<file path="src/rtl/bp_be_pkg.sv">
// rtl/bp_be_pkg.sv - shared BE types for the BE->FE command path
//
// Purpose: processor configuration selector, the FE command layout, the
// command-arbiter FSM encoding, the safe clog2 helper and the credit-bound
// assertion helper macro.

`ifndef BSG_SAFE_CLOG2
`define BSG_SAFE_CLOG2(x) (((x) <= 1) ? 1 : $clog2(x))
`endif

// Credit bounds: a dequeue may only happen while something is queued, and an
// enqueue is never issued against a registered count of zero free entries.
`ifndef BP_BE_CRED_BOUNDS_ASSERT
`define BP_BE_CRED_BOUNDS_ASSERT(clk, rst, cred, els, v, deq) \
  assert property (@(posedge clk) disable iff (rst) !((deq) && ((cred) == (els)))); \
  assert property (@(posedge clk) disable iff (rst) !((v) && ((cred) == '0)));
`endif

package bp_be_pkg;

  typedef enum logic {
    e_bp_default_cfg
  } bp_params_e;

  typedef struct packed {
    logic [2:0]  opcode;
    logic [28:0] operand;
  } bp_fe_cmd_s;

  typedef enum logic [1:0] {
    e_run,
    e_wait_empty,
    e_wait_deq
  } bp_be_fe_cmd_arb_state_e;

  function automatic int fe_cmd_fifo_els(input bp_params_e cfg);
    case (cfg)
      e_bp_default_cfg: return 8;
      default:          return 8;
    endcase
  endfunction

endpackage

</file>
<file path="src/rtl/bp_be_fe_cmd_rr_sel.sv">
// rtl/bp_be_fe_cmd_rr_sel.sv - round-robin candidate picker
//
// Purpose: returns the first requester with its request bit set, searching
// upward from rr_ptr_i+1 and wrapping. Purely combinational.
// Ports:
//   req_i     request vector
//   rr_ptr_i  index of the most recently granted requester
//   idx_o     candidate index (0 when v_o is low)
//   v_o       any request present

module bp_be_fe_cmd_rr_sel
  import bp_be_pkg::*;
  #(parameter int num_req_p = 4
   ,localparam int idx_width_lp = `BSG_SAFE_CLOG2(num_req_p)
   )
  (input  logic [num_req_p-1:0]    req_i
  ,input  logic [idx_width_lp-1:0] rr_ptr_i
  ,output logic [idx_width_lp-1:0] idx_o
  ,output logic                    v_o
  );

  logic [idx_width_lp-1:0] probe;

  // Walk from the farthest position to the nearest so the last hit, which
  // wins, is the nearest requester after rr_ptr_i.
  always_comb begin
    idx_o = '0;
    v_o   = 1'b0;
    probe = '0;
    for (int k = num_req_p; k >= 1; k--) begin
      probe = idx_width_lp'((int'(rr_ptr_i) + k) % num_req_p);
      if (req_i[probe]) begin
        idx_o = probe;
        v_o   = 1'b1;
      end
    end
  end

endmodule

</file>
<file path="src/rtl/bp_be_fe_cmd_arbiter.sv">
// rtl/bp_be_fe_cmd_arbiter.sv - credit-tracked round-robin arbiter into the FE command queue
//
// Purpose: picks one BE command source per cycle, enqueues it into the FE
// command queue only when a free entry is known to exist, and serialises
// fence commands (fence waits for an empty queue; nothing follows until the
// fence has been dequeued).
// Ports:
//   clk_i, reset_i   clock, asynchronous active-high reset
//   req_v_i          per-requester valid (held until granted)
//   req_cmd_i        packed per-requester commands, requester i in slice i
//   req_fence_i      per-requester fence marker
//   req_yumi_o       one-hot grant, same cycle as the enqueue
//   fe_cmd_o/_v_o    enqueue data/strobe to the queue
//   fe_cmd_deq_i     queue dequeue
//   credits_o        free queue entries
//   idle_o           RUN, queue empty, no requests

module bp_be_fe_cmd_arbiter
  import bp_be_pkg::*;
  #(parameter bp_params_e bp_params_p = e_bp_default_cfg
   ,parameter int num_req_p = 4
   ,localparam int fe_cmd_fifo_els_p = fe_cmd_fifo_els(bp_params_p)
   ,localparam int fe_cmd_width_lp   = $bits(bp_fe_cmd_s)
   ,localparam int cred_width_lp     = `BSG_SAFE_CLOG2(fe_cmd_fifo_els_p+1)
   ,localparam int idx_width_lp      = `BSG_SAFE_CLOG2(num_req_p)
   )
  (input  logic                                   clk_i
  ,input  logic                                   reset_i
  ,input  logic [num_req_p-1:0]                   req_v_i
  ,input  logic [num_req_p*fe_cmd_width_lp-1:0]   req_cmd_i
  ,input  logic [num_req_p-1:0]                   req_fence_i
  ,output logic [num_req_p-1:0]                   req_yumi_o
  ,output logic [fe_cmd_width_lp-1:0]             fe_cmd_o
  ,output logic                                   fe_cmd_v_o
  ,input  logic                                   fe_cmd_deq_i
  ,output logic [cred_width_lp-1:0]               credits_o
  ,output logic                                   idle_o
  );

  localparam logic [cred_width_lp-1:0] els_lp = cred_width_lp'(fe_cmd_fifo_els_p);

  bp_be_fe_cmd_arb_state_e   state_r;
  logic [cred_width_lp-1:0]  credits_r, credits_n;
  logic [idx_width_lp-1:0]   rr_ptr_r, fence_idx_r;
  logic [idx_width_lp-1:0]   cand_idx, grant_idx;
  logic                      cand_v, cand_fence, credits_full, grant_raw;
  logic [num_req_p-1:0]      grant_oh;
  logic [fe_cmd_width_lp-1:0] cmd_arr [num_req_p];

  bp_be_fe_cmd_rr_sel
   #(.num_req_p(num_req_p))
   rr_sel
    (.req_i   (req_v_i)
    ,.rr_ptr_i(rr_ptr_r)
    ,.idx_o   (cand_idx)
    ,.v_o     (cand_v)
    );

  for (genvar g = 0; g < num_req_p; g++) begin : cmd_slice
    assign cmd_arr[g] = req_cmd_i[g*fe_cmd_width_lp +: fe_cmd_width_lp];
  end

  assign cand_fence   = req_fence_i[cand_idx];
  assign credits_full = (credits_r == els_lp);

  // Grant decisions use registered credits only, so a dequeue never opens a
  // slot for an enqueue in the same cycle.
  always_comb begin
    grant_raw = 1'b0;
    grant_idx = cand_idx;
    case (state_r)
      e_run: begin
        if (cand_v)
          grant_raw = cand_fence ? credits_full : (credits_r != '0);
      end
      e_wait_empty: begin
        grant_idx = fence_idx_r;
        grant_raw = credits_full & req_v_i[fence_idx_r];
      end
      default: grant_raw = 1'b0;
    endcase
  end

  assign grant_oh   = num_req_p'(1) << grant_idx;
  assign req_yumi_o = (grant_raw & ~reset_i) ? grant_oh : '0;
  assign fe_cmd_v_o = |req_yumi_o;
  assign fe_cmd_o   = cmd_arr[grant_idx];
  assign credits_o  = credits_r;
  assign idle_o     = (state_r == e_run) & credits_full & ~(|req_v_i);

  assign credits_n = credits_r - cred_width_lp'(fe_cmd_v_o) + cred_width_lp'(fe_cmd_deq_i);

  always_ff @(posedge clk_i or posedge reset_i) begin
    if (reset_i) begin
      state_r     <= e_run;
      credits_r   <= els_lp;
      rr_ptr_r    <= idx_width_lp'(num_req_p-1);
      fence_idx_r <= '0;
    end else begin
      credits_r <= credits_n;
      if (fe_cmd_v_o)
        rr_ptr_r <= grant_idx;
      case (state_r)
        e_run: begin
          if (grant_raw && cand_fence)
            state_r <= e_wait_deq;
          else if (cand_v && cand_fence && !credits_full) begin
            fence_idx_r <= cand_idx;
            state_r     <= e_wait_empty;
          end
        end
        e_wait_empty: begin
          if (grant_raw)
            state_r <= e_wait_deq;
        end
        e_wait_deq: begin
          // The fence went into an empty queue, so the first dequeue is it.
          if (fe_cmd_deq_i)
            state_r <= e_run;
        end
        default: state_r <= e_run;
      endcase
    end
  end

`ifndef SYNTHESIS
  `BP_BE_CRED_BOUNDS_ASSERT(clk_i, reset_i, credits_r, els_lp, fe_cmd_v_o, fe_cmd_deq_i)

  assert property (@(posedge clk_i) disable iff (reset_i)
    ((req_v_i & ~req_yumi_o) != '0) |=> (($past(req_v_i & ~req_yumi_o) & ~req_v_i) == '0));
`endif

endmodule
</file>
<file path="config.mk">
export PLATFORM = sky130hd
export DESIGN_NAME = bp_be_fe_cmd_arbiter
export DESIGN_NICKNAME = d
export VERILOG_FILES = /design/src/rtl/bp_be_pkg.sv /design/src/rtl/bp_be_fe_cmd_rr_sel.sv /design/src/rtl/bp_be_fe_cmd_arbiter.sv
export SDC_FILE = /design/constraint.sdc
export NUM_CORES = 1
export LEC_CHECK = 0
export BUFFER_PORTS_ARGS = -buffer_cell sky130_fd_sc_hd__buf_4
export CORE_MARGIN = 8
export CORE_UTILIZATION = 35
export CTS_BUF_LIST = sky130_fd_sc_hd__clkbuf_2 sky130_fd_sc_hd__clkbuf_4 sky130_fd_sc_hd__clkbuf_8
export DETAILED_ROUTE_END_ITERATION = 16
export PLACE_DENSITY = 0.83
export SYNTH_ARGS = -nofsm -noshare
export SYNTH_HDL_FRONTEND = slang
export SYNTH_HIERARCHICAL = 1
export SYNTH_SLANG_ARGS = --single-unit
</file>
<file path="constraint.sdc">
create_clock -name clk_i -period 3.81 [get_ports clk_i]
set_input_delay 0.1905 -clock clk_i [delete_from_list [all_inputs] [get_ports clk_i]]
set_output_delay 0.1905 -clock clk_i [all_outputs]
set_load 0.01 [all_outputs]
</file>
Word-level counts from Yosys, hierarchy flattened
Index checks and enable logic that the tools add are counted.
{"block": "totals", "latch_bits": 0, "rom_bits": 0, "register_bits": 10, "inputBits": 139, "n_memories": 0, "ram_bits": 0, "wordCells": 75}
{"block": "classes", "mux": 33, "bitwise": 8, "multipliers": 0, "eq_ne": 6, "shifts": 1, "order_cmp": 7, "addsub": 6, "n_reduce_logical": 10, "n_div": 0}
{"op": "32-bit binary-select mux with 2-bit select", "count": 1}
{"op": "32-bit 2-to-1 mux", "count": 2}
{"op": "2-bit by 3-bit < comparator with 1-bit output, second input constant", "count": 6}
{"op": "2-bit 2-to-1 mux", "count": 9}
{"op": "1-bit binary-select mux with 2-bit select", "count": 6}
{"op": "1-bit 2-to-1 mux", "count": 12}
{"op": "4-bit OR reduction", "count": 2}
{"op": "2-bit case mux with 3 select lines", "count": 1}
{"op": "3-bit AND reduction", "count": 2}
{"op": "2-bit by 1-bit adder with 2-bit output, second input constant", "count": 2}
{"op": "2-bit adder, second input constant", "count": 2}
{"op": "4-bit by 1-bit adder with 4-bit output", "count": 1}
{"op": "1-bit AND", "count": 4}
{"op": "4-bit equality test, second input constant", "count": 1}
{"op": "4-bit 2-to-1 mux", "count": 1}
{"op": "2-bit != test, second input constant", "count": 2}
{"op": "4-bit nonzero test", "count": 1}
{"op": "1-bit by 2-bit left shift with 4-bit output, first input constant", "count": 1}
{"op": "4-bit by 1-bit subtractor with 4-bit output", "count": 1}
{"op": "3-bit greater-or-equal comparator, second input constant", "count": 1}
{"op": "1-bit logical AND", "count": 3}
{"op": "3-bit by 1-bit != test with 1-bit output, second input constant", "count": 1}
{"op": "1-bit NOT", "count": 3}
{"op": "2-bit NOT with 3-bit output", "count": 1}
{"op": "other kinds (5)", "count": 5}

Longest topological paths before layout
Gate-level depths: netlist of the first run.
{"block": "depth", "word_depth": 17, "mapped_depth": 12, "ltp_nobuf": 12}

Cells and area by module
The synthesis of the first run kept the hierarchy.
{"module": "bp_be_fe_cmd_arbiter", "area_each_um2": 1515.2, "cells_each": 111, "seq_area_each_um2": 254.0, "instances": 1}
{"module": "bp_be_fe_cmd_rr_sel", "area_each_um2": 91.3, "cells_each": 14, "seq_area_each_um2": 0.0, "instances": 1}

Least setup slack after synthesis of the first run
Ideal clock, no wire load.
{"block": "synth_path", "path_type": "register to register", "start": "reg rr_ptr_r[1]", "end": "reg credits_r[2], in the netlist credits_o[2]", "slack_ps": 658, "required_time_ps": 3687, "arrival_time_ps": 3030, "path_stages_with_launch": 13, "synth_period_minus_slack_ps": 3152, "setup_ps": 123, "path_cell_list": "dfstp_2 > nand2b_1 > a21oi_2 > o221ai_2 > mux4_2 > mux2i_1 > o2bb2ai_1 > ha_1 > inv_1 > ha_1 > inv_1 > fa_1 > xnor2_1"}
{"block": "synth_between", "elab_chain_len": 17, "word_cells_on_any_way": 32, "classes_between": "add/sub: 6; shift: 1; mux: 23; bitwise: 1; reduce/logical: 1"}
{"item": "start: declaration", "line_no": "bp_be_fe_cmd_arbiter.sv:44", "source": "logic [idx_width_lp-1:0] rr_ptr_r, fence_idx_r;"}
{"item": "start signal: assignment", "line_no": "bp_be_fe_cmd_arbiter.sv:97", "source": "rr_ptr_r <= idx_width_lp'(num_req_p-1);"}
{"item": "start signal: assignment", "line_no": "bp_be_fe_cmd_arbiter.sv:102", "source": "rr_ptr_r <= grant_idx;"}
{"item": "2-bit by 1-bit adder with 2-bit output", "line_no": "bp_be_fe_cmd_rr_sel.sv:31", "source": "probe = idx_width_lp'((int'(rr_ptr_i) + k) % num_req_p);"}
{"item": "1-bit binary-select mux with 2-bit select", "line_no": "bp_be_fe_cmd_rr_sel.sv:32", "source": "if (req_i[probe]) begin"}
{"item": "1-bit 2-to-1 mux (implied by the code)", "line_no": "bp_be_fe_cmd_rr_sel.sv:32"}
{"item": "2-bit 2-to-1 mux (3 in series)", "line_no": "bp_be_fe_cmd_rr_sel.sv:32"}
{"item": "2-bit 2-to-1 mux (*)", "line_no": "bp_be_fe_cmd_rr_sel.sv:32"}
{"item": "net cand_idx[0]", "line_no": "bp_be_fe_cmd_arbiter.sv:45", "source": "logic [idx_width_lp-1:0] cand_idx, grant_idx;"}
{"item": "1-bit binary-select mux with 2-bit select", "line_no": "bp_be_fe_cmd_arbiter.sv:63", "source": "assign cand_fence = req_fence_i[cand_idx];"}
{"item": "1-bit 2-to-1 mux (implied by the code)", "line_no": "bp_be_fe_cmd_arbiter.sv:63"}
{"item": "(+2 left out)"}
{"item": "1-bit case mux with 2 select lines", "line_no": "bp_be_fe_cmd_arbiter.sv:71", "source": "case (state_r)"}
{"item": "1-bit AND", "line_no": "bp_be_fe_cmd_arbiter.sv:85", "source": "assign req_yumi_o = (grant_raw & ~reset_i) ? grant_oh : '0;"}
{"item": "4-bit 2-to-1 mux (*)", "line_no": "bp_be_fe_cmd_arbiter.sv:85"}
{"item": "4-bit OR reduction (*)", "line_no": "bp_be_fe_cmd_arbiter.sv:86", "source": "assign fe_cmd_v_o = |req_yumi_o;"}
{"item": "net fe_cmd_v_o", "line_no": "bp_be_fe_cmd_arbiter.sv:34", "source": ",output logic fe_cmd_v_o"}
{"item": "4-bit by 1-bit subtractor with 4-bit output (*)", "line_no": "bp_be_fe_cmd_arbiter.sv:91", "source": "assign credits_n = credits_r - cred_width_lp'(fe_cmd_v_o) + cred_width_lp'(fe_cmd_deq_i);"}
{"item": "4-bit by 1-bit adder with 4-bit output (*)", "line_no": "bp_be_fe_cmd_arbiter.sv:91"}
{"item": "net credits_n[2]", "line_no": "bp_be_fe_cmd_arbiter.sv:43", "source": "logic [cred_width_lp-1:0] credits_r, credits_n;"}
{"item": "end signal: assignment", "line_no": "bp_be_fe_cmd_arbiter.sv:96", "source": "credits_r <= els_lp;"}
{"item": "end signal: assignment", "line_no": "bp_be_fe_cmd_arbiter.sv:100", "source": "credits_r <= credits_n;"}
{"item": "end: declaration", "line_no": "bp_be_fe_cmd_arbiter.sv:43"}
The timed path passes the listed nets; every way through them passes the cells marked *. The select of a mux whose other input is x is not followed.
A chain may end at the register's enable or synchronous reset.

Final worst setup path of the first run
{"block": "layout_path", "start": "reg rr_ptr_r[1]", "end": "reg credits_r[3], in the netlist credits_o[3]"}
{"block": "layout_between", "elab_chain_len": 17, "word_cells_on_any_way": 32, "classes_between": "add/sub: 6; shift: 1; mux: 23; bitwise: 1; reduce/logical: 1"}
{"item": "2-bit by 1-bit adder with 2-bit output", "line_no": "bp_be_fe_cmd_rr_sel.sv:31"}
{"item": "1-bit binary-select mux with 2-bit select", "line_no": "bp_be_fe_cmd_rr_sel.sv:32"}
{"item": "1-bit 2-to-1 mux (implied by the code)", "line_no": "bp_be_fe_cmd_rr_sel.sv:32"}
{"item": "2-bit 2-to-1 mux (3 in series)", "line_no": "bp_be_fe_cmd_rr_sel.sv:32"}
{"item": "2-bit 2-to-1 mux (*)", "line_no": "bp_be_fe_cmd_rr_sel.sv:32"}
{"item": "net cand_idx[0]", "line_no": "bp_be_fe_cmd_arbiter.sv:45"}
{"item": "1-bit binary-select mux with 2-bit select", "line_no": "bp_be_fe_cmd_arbiter.sv:63"}
{"item": "1-bit 2-to-1 mux (implied by the code)", "line_no": "bp_be_fe_cmd_arbiter.sv:63"}
{"item": "1-bit 2-to-1 mux", "line_no": "bp_be_fe_cmd_arbiter.sv:74", "source": "grant_raw = cand_fence ? credits_full : (credits_r != '0);"}
{"item": "1-bit 2-to-1 mux", "line_no": "bp_be_fe_cmd_arbiter.sv:73", "source": "if (cand_v)"}
{"item": "1-bit case mux with 2 select lines", "line_no": "bp_be_fe_cmd_arbiter.sv:71"}
{"item": "1-bit AND", "line_no": "bp_be_fe_cmd_arbiter.sv:85"}
{"item": "4-bit 2-to-1 mux (*)", "line_no": "bp_be_fe_cmd_arbiter.sv:85"}
{"item": "4-bit OR reduction (*)", "line_no": "bp_be_fe_cmd_arbiter.sv:86"}
{"item": "4-bit by 1-bit subtractor with 4-bit output (*)", "line_no": "bp_be_fe_cmd_arbiter.sv:91"}
{"item": "4-bit by 1-bit adder with 4-bit output (*)", "line_no": "bp_be_fe_cmd_arbiter.sv:91"}
{"item": "net credits_n[3]", "line_no": "bp_be_fe_cmd_arbiter.sv:43"}
Marks and branches as above.

==> results_dict.tcl, run 1 <==
set metrics [dict create \
    period_minus_slack_ps 3420 \
    r2r-end "credits_o[3]$_DFF_PP1_" \
    syn_area_per_cell_um2 12.9 \
    final_core_util 0.695 \
    hold_depth 2 \
    setup_ws_ps 386 \
    gp_congestion 0.892 \
    ir_worst_vdd_mv 0.819 \
    worstSetupPathType "register to register" \
    diodes 0 \
    r2r-start "rr_ptr_r[1]$_DFFE_PP1N_" \
    rows 24 \
    hold-path-endpoint "credits_o[0]$_DFF_PP0_" \
    fin_tns_setup_ps 0 \
    synth_cell_type_count 39 \
    max_freq_ghz 0.292 \
    multi_input_area_mm2 0.00124 \
    fin_cells 356 \
    tightest_slew_ps 632 \
    clockBufferDepth 2 \
    cp.required_ps 3980 \
    syn_area_mm2 0.00161 \
    syn_to_final_growth_pct 89.7 \
    grt_util_all_layers 0.221 \
    die_w_um 83.8 \
    grt_pass1_wl_um 12100 \
    path_delay_family "compound AO/OA/AOI/OAI gates" \
    met1_usage 0.226 \
    maxSlewHeadroom 0.579 \
    final_cell_area_mm2 0.00305 \
    finalSetupViolations 0 \
    cp_common_cell "ha_1" \
    cp-start-kind "register" \
    yosysWarnings 6 \
    fin_crit_sh 0.899 \
    finalHoldViolations 0 \
    chipHeight_um 83.8 \
    cp.buffers_inverters 1 \
    synth_xor_area_frac 0.0109 \
    drcViolationCount 0 \
    ioPinCount 181 \
    core_area_mm2 0.00438 \
    busiest_layer "met2" \
    yosys.area_share.adder 0.0592 \
    synthMuxAreaShare 0.516 \
    die_area_mm2 0.00701 \
    rsz0062_at_grt "false" \
    wire_per_inst_um 22.9 \
    portBuffers 180 \
    cp.arrival_ps 3600 \
    fillers 354 \
    p_per_area_mw_per_mm2 777 \
    crit_path_top_delay_cell "mux4_2" \
    insertion_delay_ps 240 \
    endpoint_kind "register" \
    placed_area_mm2 0.00298 \
    synth_top_family_by_area "multiplexers" \
    cts-buffers-inserted 3 \
    status "finished, final reports clean" \
    report.final.slew_viol_count 0 \
    holdCritStartpoint "fe_cmd_deq_i" \
    antenna_left 0 \
    max_stage_delay_ps 590 \
    wl_um 8160 \
    cts_max_level 1 \
    synth_top_area_frac 0.477 \
    antenna_found_initial 0 \
    drive_above_1_share 0.760 \
    cts_num_sinks 10 \
    ys_seq_area_frac 0.158 \
    gr-usage-met3 0.0664 \
    dp.cells 351 \
    met2_usage 0.395 \
    syn-num-nets 271 \
    ff2ff_setup_slack_ps 390 \
    grt_pass1_vias 2065 \
    grt_max_degree 39 \
    crit_fanout 7 \
    synth_area_leader_cell "mux4_2" \
    clk_pin_slew_ps 50 \
    dp_hpwl_um 7260 \
    dp_slack_ps 410 \
    yosys.area_share.simple 0.106 \
    ys_ff_latch 10 \
    drv_cap 0 \
    overflow 0 \
    vias 1908 \
    syn_inst 125 \
    drt-initial-drc-count 65 \
    r2r_cells 12 \
    leakage_nw 1.49 \
    hold_class "input port to register" \
    fin_worst_skew_ps 0.387 \
    power_mw 2.37 \
    seqCellArea_um2 254 \
    nNetsFinal 451 \
    synth_area_leaders "mux4_2 48%, dfrtp_1 11%, dfstp_2 4.9%" \
    drtPass1Iterations 4 \
    viasPerCell 5.36 \
    path_cells "nand2b_1 > a21oi_2 > o221ai_2 > mux4_2 > mux2i_1 > o2bb2ai_1 > ha_1 > inv_1 > ha_1 > a21o_1 > a21oi_1 > xor2_1" \
    cts_tree "yes" \
    synth_compound_area_frac 0.0678 \
    hold_ws_ps 199 \
    cts_root_buffer "clkbuf_8" \
    start_util 0.366 \
]
worst max-delay path by stage:
stage / start / to / slack, ps / cells past startpoint
global placement: rr_ptr_r[1]$_DFFE_PP1N_ / credits_o[2]$_DFF_PP0_ / 540 / 12
global route: rr_ptr_r[1]$_DFFE_PP1N_ / credits_o[1]$_DFF_PP0_ / 200 / 12
finish: rr_ptr_r[1]$_DFFE_PP1N_ / credits_o[3]$_DFF_PP1_ / 390 / 12
CTS: rr_ptr_r[1]$_DFFE_PP1N_ / credits_o[3]$_DFF_PP1_ / 400 / 12
floorplan: rr_ptr_r[1]$_DFFE_PP1N_ / credits_o[2]$_DFF_PP0_ / 660 / 12
detailed placement: rr_ptr_r[1]$_DFFE_PP1N_ / credits_o[1]$_DFF_PP0_ / 410 / 12
cell usage after synthesis (all sizes together):
cell type,instances
mux4,34
inv,12
buf,8
dfrtp,7
ha,6
nor2,6
a21oi,5
mux2i,4
nand2,4
nand2b,4
nor2b,4
dfstp,3
nor3b,3
mux2,2
nand3,2
o21ai,2
a21o,1
a31oi,1
a32oi,1
and2,1
and2b,1
and3,1
clkbuf,1
fa,1
nand4,1
nor4,1
nor4b,1
o211a,1
o21a,1
o221ai,1
o22ai,1
o2bb2ai,1
or3b,1
xnor2,1
xor2,1
state kept, by name, summed over array words and instances (netlist names):
name and count:
credits_o 4, fence_idx_r 2, rr_ptr_r 2, state_r 2
area by class of cell:
class	instances	area share
well taps	52	0.0213
multi-input cells	94	0.408
flip-flops and latches	10	0.0833
inverters	12	0.0148
repair buffers	184	0.454
clock buffers	4	0.0181
logic make-up after synthesis:
family / Yosys count
compound gates: 15
xor+xnor: 2
fa+ha+maj: 7
buf+inv: 21
flops: 10
mux: 40
simple gates: 30
report_power, final:
| part | internal [mW] | total (mW) | switching, mW |
|---|---|---|---|
| clock | 0.0910 | 0.135 | 0.0439 |
| combinational | 1.12 | 1.99 | 0.871 |
| sequential | 0.176 | 0.245 | 0.0692 |
| total | 1.38 | 2.37 | 0.985 |
routing by layer:
layer	wire length (um)	up-vias
met3	635	22
met5	0	-
li1	-	860
met2	4380	96
met4	339	0
met1	2810	930
worst register-to-register path, delay by kind of cell, from the launching register on:
kind,cells,cell delay (ps)
adder cells (fa/ha/maj),2,570
multiplexers,2,860
AO/OA/AOI/OAI,5,980
buffers and inverters,1,60
flip-flops,1,580
XOR/XNOR,1,160
AND/OR/NAND/NOR,1,140
placed cells by master (no fill, tap or decap), drive strengths merged, types with 2 or more instances in the layout:
| cell | n |
|---|---|
| a21oi | 5 |
| buf | 183 |
| clkbuf | 4 |
| dfrtp | 7 |
| dfstp | 3 |
| ha | 6 |
| inv | 12 |
| mux2 | 2 |
| mux2i | 4 |
| mux4 | 34 |
| nand2 | 4 |
| nand2b | 4 |
| nand3 | 2 |
| nor2 | 6 |
| nor2b | 4 |
| nor3b | 3 |
| o21ai | 2 |
timing repair:
item	CTS	global route
hold buffers	1	0
resized for setup	0	0
buffers inserted	0	0
hold endpoints to repair	7	0
Power figures use the tool's default switching activity.
==> inputs of run 2 (changes only) <==
--- a/config.mk
+++ b/config.mk
@@ -10,6 +10,7 @@
 export CORE_UTILIZATION = 35
 export CTS_BUF_LIST = sky130_fd_sc_hd__clkbuf_2 sky130_fd_sc_hd__clkbuf_4 sky130_fd_sc_hd__clkbuf_8
 export DETAILED_ROUTE_END_ITERATION = 16
+export GPL_TIMING_DRIVEN = 0
 export PLACE_DENSITY = 0.83
 export SYNTH_ARGS = -nofsm -noshare
 export SYNTH_HDL_FRONTEND = slang
==> results_dict.tcl, run 2 (same netlist as run 1, synthesis figures left out) <==
set metrics [dict create \
    viasPerCell 5.25 \
    report.final.slew_viol_count 0 \
    fin_tns_setup_ps 0 \
    cp.buffers_inverters 1 \
    pwr-share-clk 0.056 \
    cts_num_sinks 10 \
    crit_fanout 7 \
    comb_power_share 0.847 \
    seqPwrFrac 0.097 \
    drive_above_1_share 0.755 \
    finalHoldViolations 0 \
    intPower_mw 1.45 \
    wire_per_inst_um 21.6 \
    switchingPower_mw 0.973 \
    cp-start-kind "register" \
    finalSetupViolations 0 \
    cp.required_ps 3960 \
    layout_commonest_cell "buf_4" \
    clockBufferDepth 2 \
    gp_congestion 0.880 \
    fin_cells 362 \
    vias 1902 \
    drv_cap 0 \
    grt_pass1_wl_um 12000 \
    syn_to_final_growth_pct 92.2 \
    hold-path-endpoint "credits_o[0]$_DFF_PP0_" \
    dr_wl_met2_um 4390 \
    final_cell_area_mm2 0.00309 \
    cts_root_buffer "clkbuf_8" \
    cp_common_cell "ha_1" \
    period_minus_slack_ps 3560 \
    ioPinCount 181 \
    p_per_area_mw_per_mm2 784 \
    drtPass1Iterations 4 \
    r2r_cells 12 \
    cts-buffers-inserted 3 \
    die_area_mm2 0.00701 \
    dp.cells 357 \
    maxSlewHeadroom 0.639 \
    clk_pin_slew_ps 50 \
    ir_worst_vdd_mv 0.531 \
    grt_util_all_layers 0.213 \
    fin_worst_skew_ps 7.07 \
    die_w_um 83.8 \
    grt_pass1_vias 2114 \
    antenna_found_initial 0 \
    rsz0062_at_grt "false" \
    max_freq_ghz 0.281 \
    r2r-start "rr_ptr_r[1]$_DFFE_PP1N_" \
    final_cell_mix "183 x buf_4, 34 x mux4_2, 12 x inv_1" \
    ff2ff_setup_slack_ps 250 \
    drt-initial-drc-count 45 \
    nNetsFinal 457 \
    max_stage_delay_ps 600 \
    overflow 0 \
    hold_ws_ps 200 \
    hold_depth 2 \
    grt_max_degree 11 \
    start_util 0.366 \
    chipHeight_um 83.8 \
    insertion_delay_ps 240 \
    dp_hpwl_um 6990 \
    endpoint_kind "register" \
    r2r-end "credits_o[3]$_DFF_PP1_" \
    path_delay_family "compound AO/OA/AOI/OAI gates" \
    holdCritStartpoint "fe_cmd_deq_i" \
    placed_area_mm2 0.00302 \
    wl_met1_um 2770 \
    worstSetupPathType "register to register" \
    largest_reg_flops 4 \
    cts_tree "yes" \
    path_cells "nand2b_1 > a21oi_2 > o221ai_2 > mux4_2 > mux2i_1 > o2bb2ai_1 > ha_1 > inv_1 > ha_1 > a21o_1 > a21oi_1 > xor2_1" \
    cp.arrival_ps 3710 \
    drcViolationCount 0 \
    final_core_util 0.704 \
    portBuffers 180 \
    cts_max_level 1 \
    crit_path_top_delay_cell "mux4_2" \
    switching_share 0.402 \
    diodes 0 \
    wl_um 7840 \
    core_area_mm2 0.00438 \
    status "finished, final reports clean" \
    fillers 339 \
    hold_class "input port to register" \
    wl_met3_um 576 \
    fin_crit_sh 0.935 \
    rows 24 \
    maxUsedRoutingLayer "met4" \
    tightest_slew_ps 542 \
    antenna_left 0 \
    leakage_nw 1.52 \
]
-- run 2: cell types whose count changed in the layout (fill, tap and decap cells not counted) --
| cell | delta |
|---|---|
| buf_12 | +2 |
| buf_2 | +2 |
| mux2i_1 | +2 |
| mux2i_4 | -2 |
| buf_6 | +1 |
| clkbuf_1 | +1 |
-- run 2: metrics by stage --
stage,total power [mW],setup slack [ps]
floorplan,1.52,658
finish,2.42,247
global route,2.59,42.7
global placement,2.26,445
CTS,2.46,292
detailed placement,2.30,411
-- run 2: worst max path at each step --
stage / depth (start not counted) / end / startpoint / slack, ps
4_1_cts: 12 / credits_o[3]$_DFF_PP1_ / rr_ptr_r[1]$_DFFE_PP1N_ / 290
6_report: 12 / credits_o[3]$_DFF_PP1_ / rr_ptr_r[1]$_DFFE_PP1N_ / 250
5_1_grt: 12 / credits_o[3]$_DFF_PP1_ / rr_ptr_r[1]$_DFFE_PP1N_ / 40
3_3_place_gp: 12 / credits_o[2]$_DFF_PP0_ / rr_ptr_r[1]$_DFFE_PP1N_ / 440
2_1_floorplan: 12 / credits_o[2]$_DFF_PP0_ / rr_ptr_r[1]$_DFFE_PP1N_ / 660
3_5_place_dp: 12 / credits_o[2]$_DFF_PP0_ / rr_ptr_r[1]$_DFFE_PP1N_ / 410
-- run 2: layout make-up --
cell class | instances | area (um^2) | area share
Buffer | 9 | 87.6 | 0.0284
Clock buffer | 4 | 55.1 | 0.0178
Inverter | 12 | 45.0 | 0.0146
Multi-Input combinational cell | 94 | 1220 | 0.395
Sequential cell | 10 | 254 | 0.0823
Tap cell | 52 | 65.1 | 0.0211
Timing Repair Buffer | 181 | 1360 | 0.441
-- run 2: per-layer routing --
| metal | vias to the layer above | track usage |
|---|---|---|
| met3 | 10 | 0.0498 |
| met4 | 0 | 0.0424 |
| met1 | 922 | 0.232 |
| li1 | 878 | - |
| met5 | - | 0 |
| met2 | 92 | 0.403 |
-- run 2: power groups by stage --
| stage | combinational (mW) | clock [mW] | sequential [mW] |
|---|---|---|---|
| 3_5_place_dp | 2.06 | 0 | 0.238 |
| 4_1_cts | 2.09 | 0.138 | 0.235 |
| 6_report | 2.05 | 0.136 | 0.235 |
| 2_1_floorplan | 1.29 | 0 | 0.234 |
| 5_1_grt | 2.20 | 0.141 | 0.247 |
| 3_3_place_gp | 2.03 | 0 | 0.233 |
-- run 2: timing repair --
action,4_1_cts,5_1_grt
buffers inserted,0,0
gates resized for setup,0,0
hold endpoints to repair,7,0
hold buffers,1,0
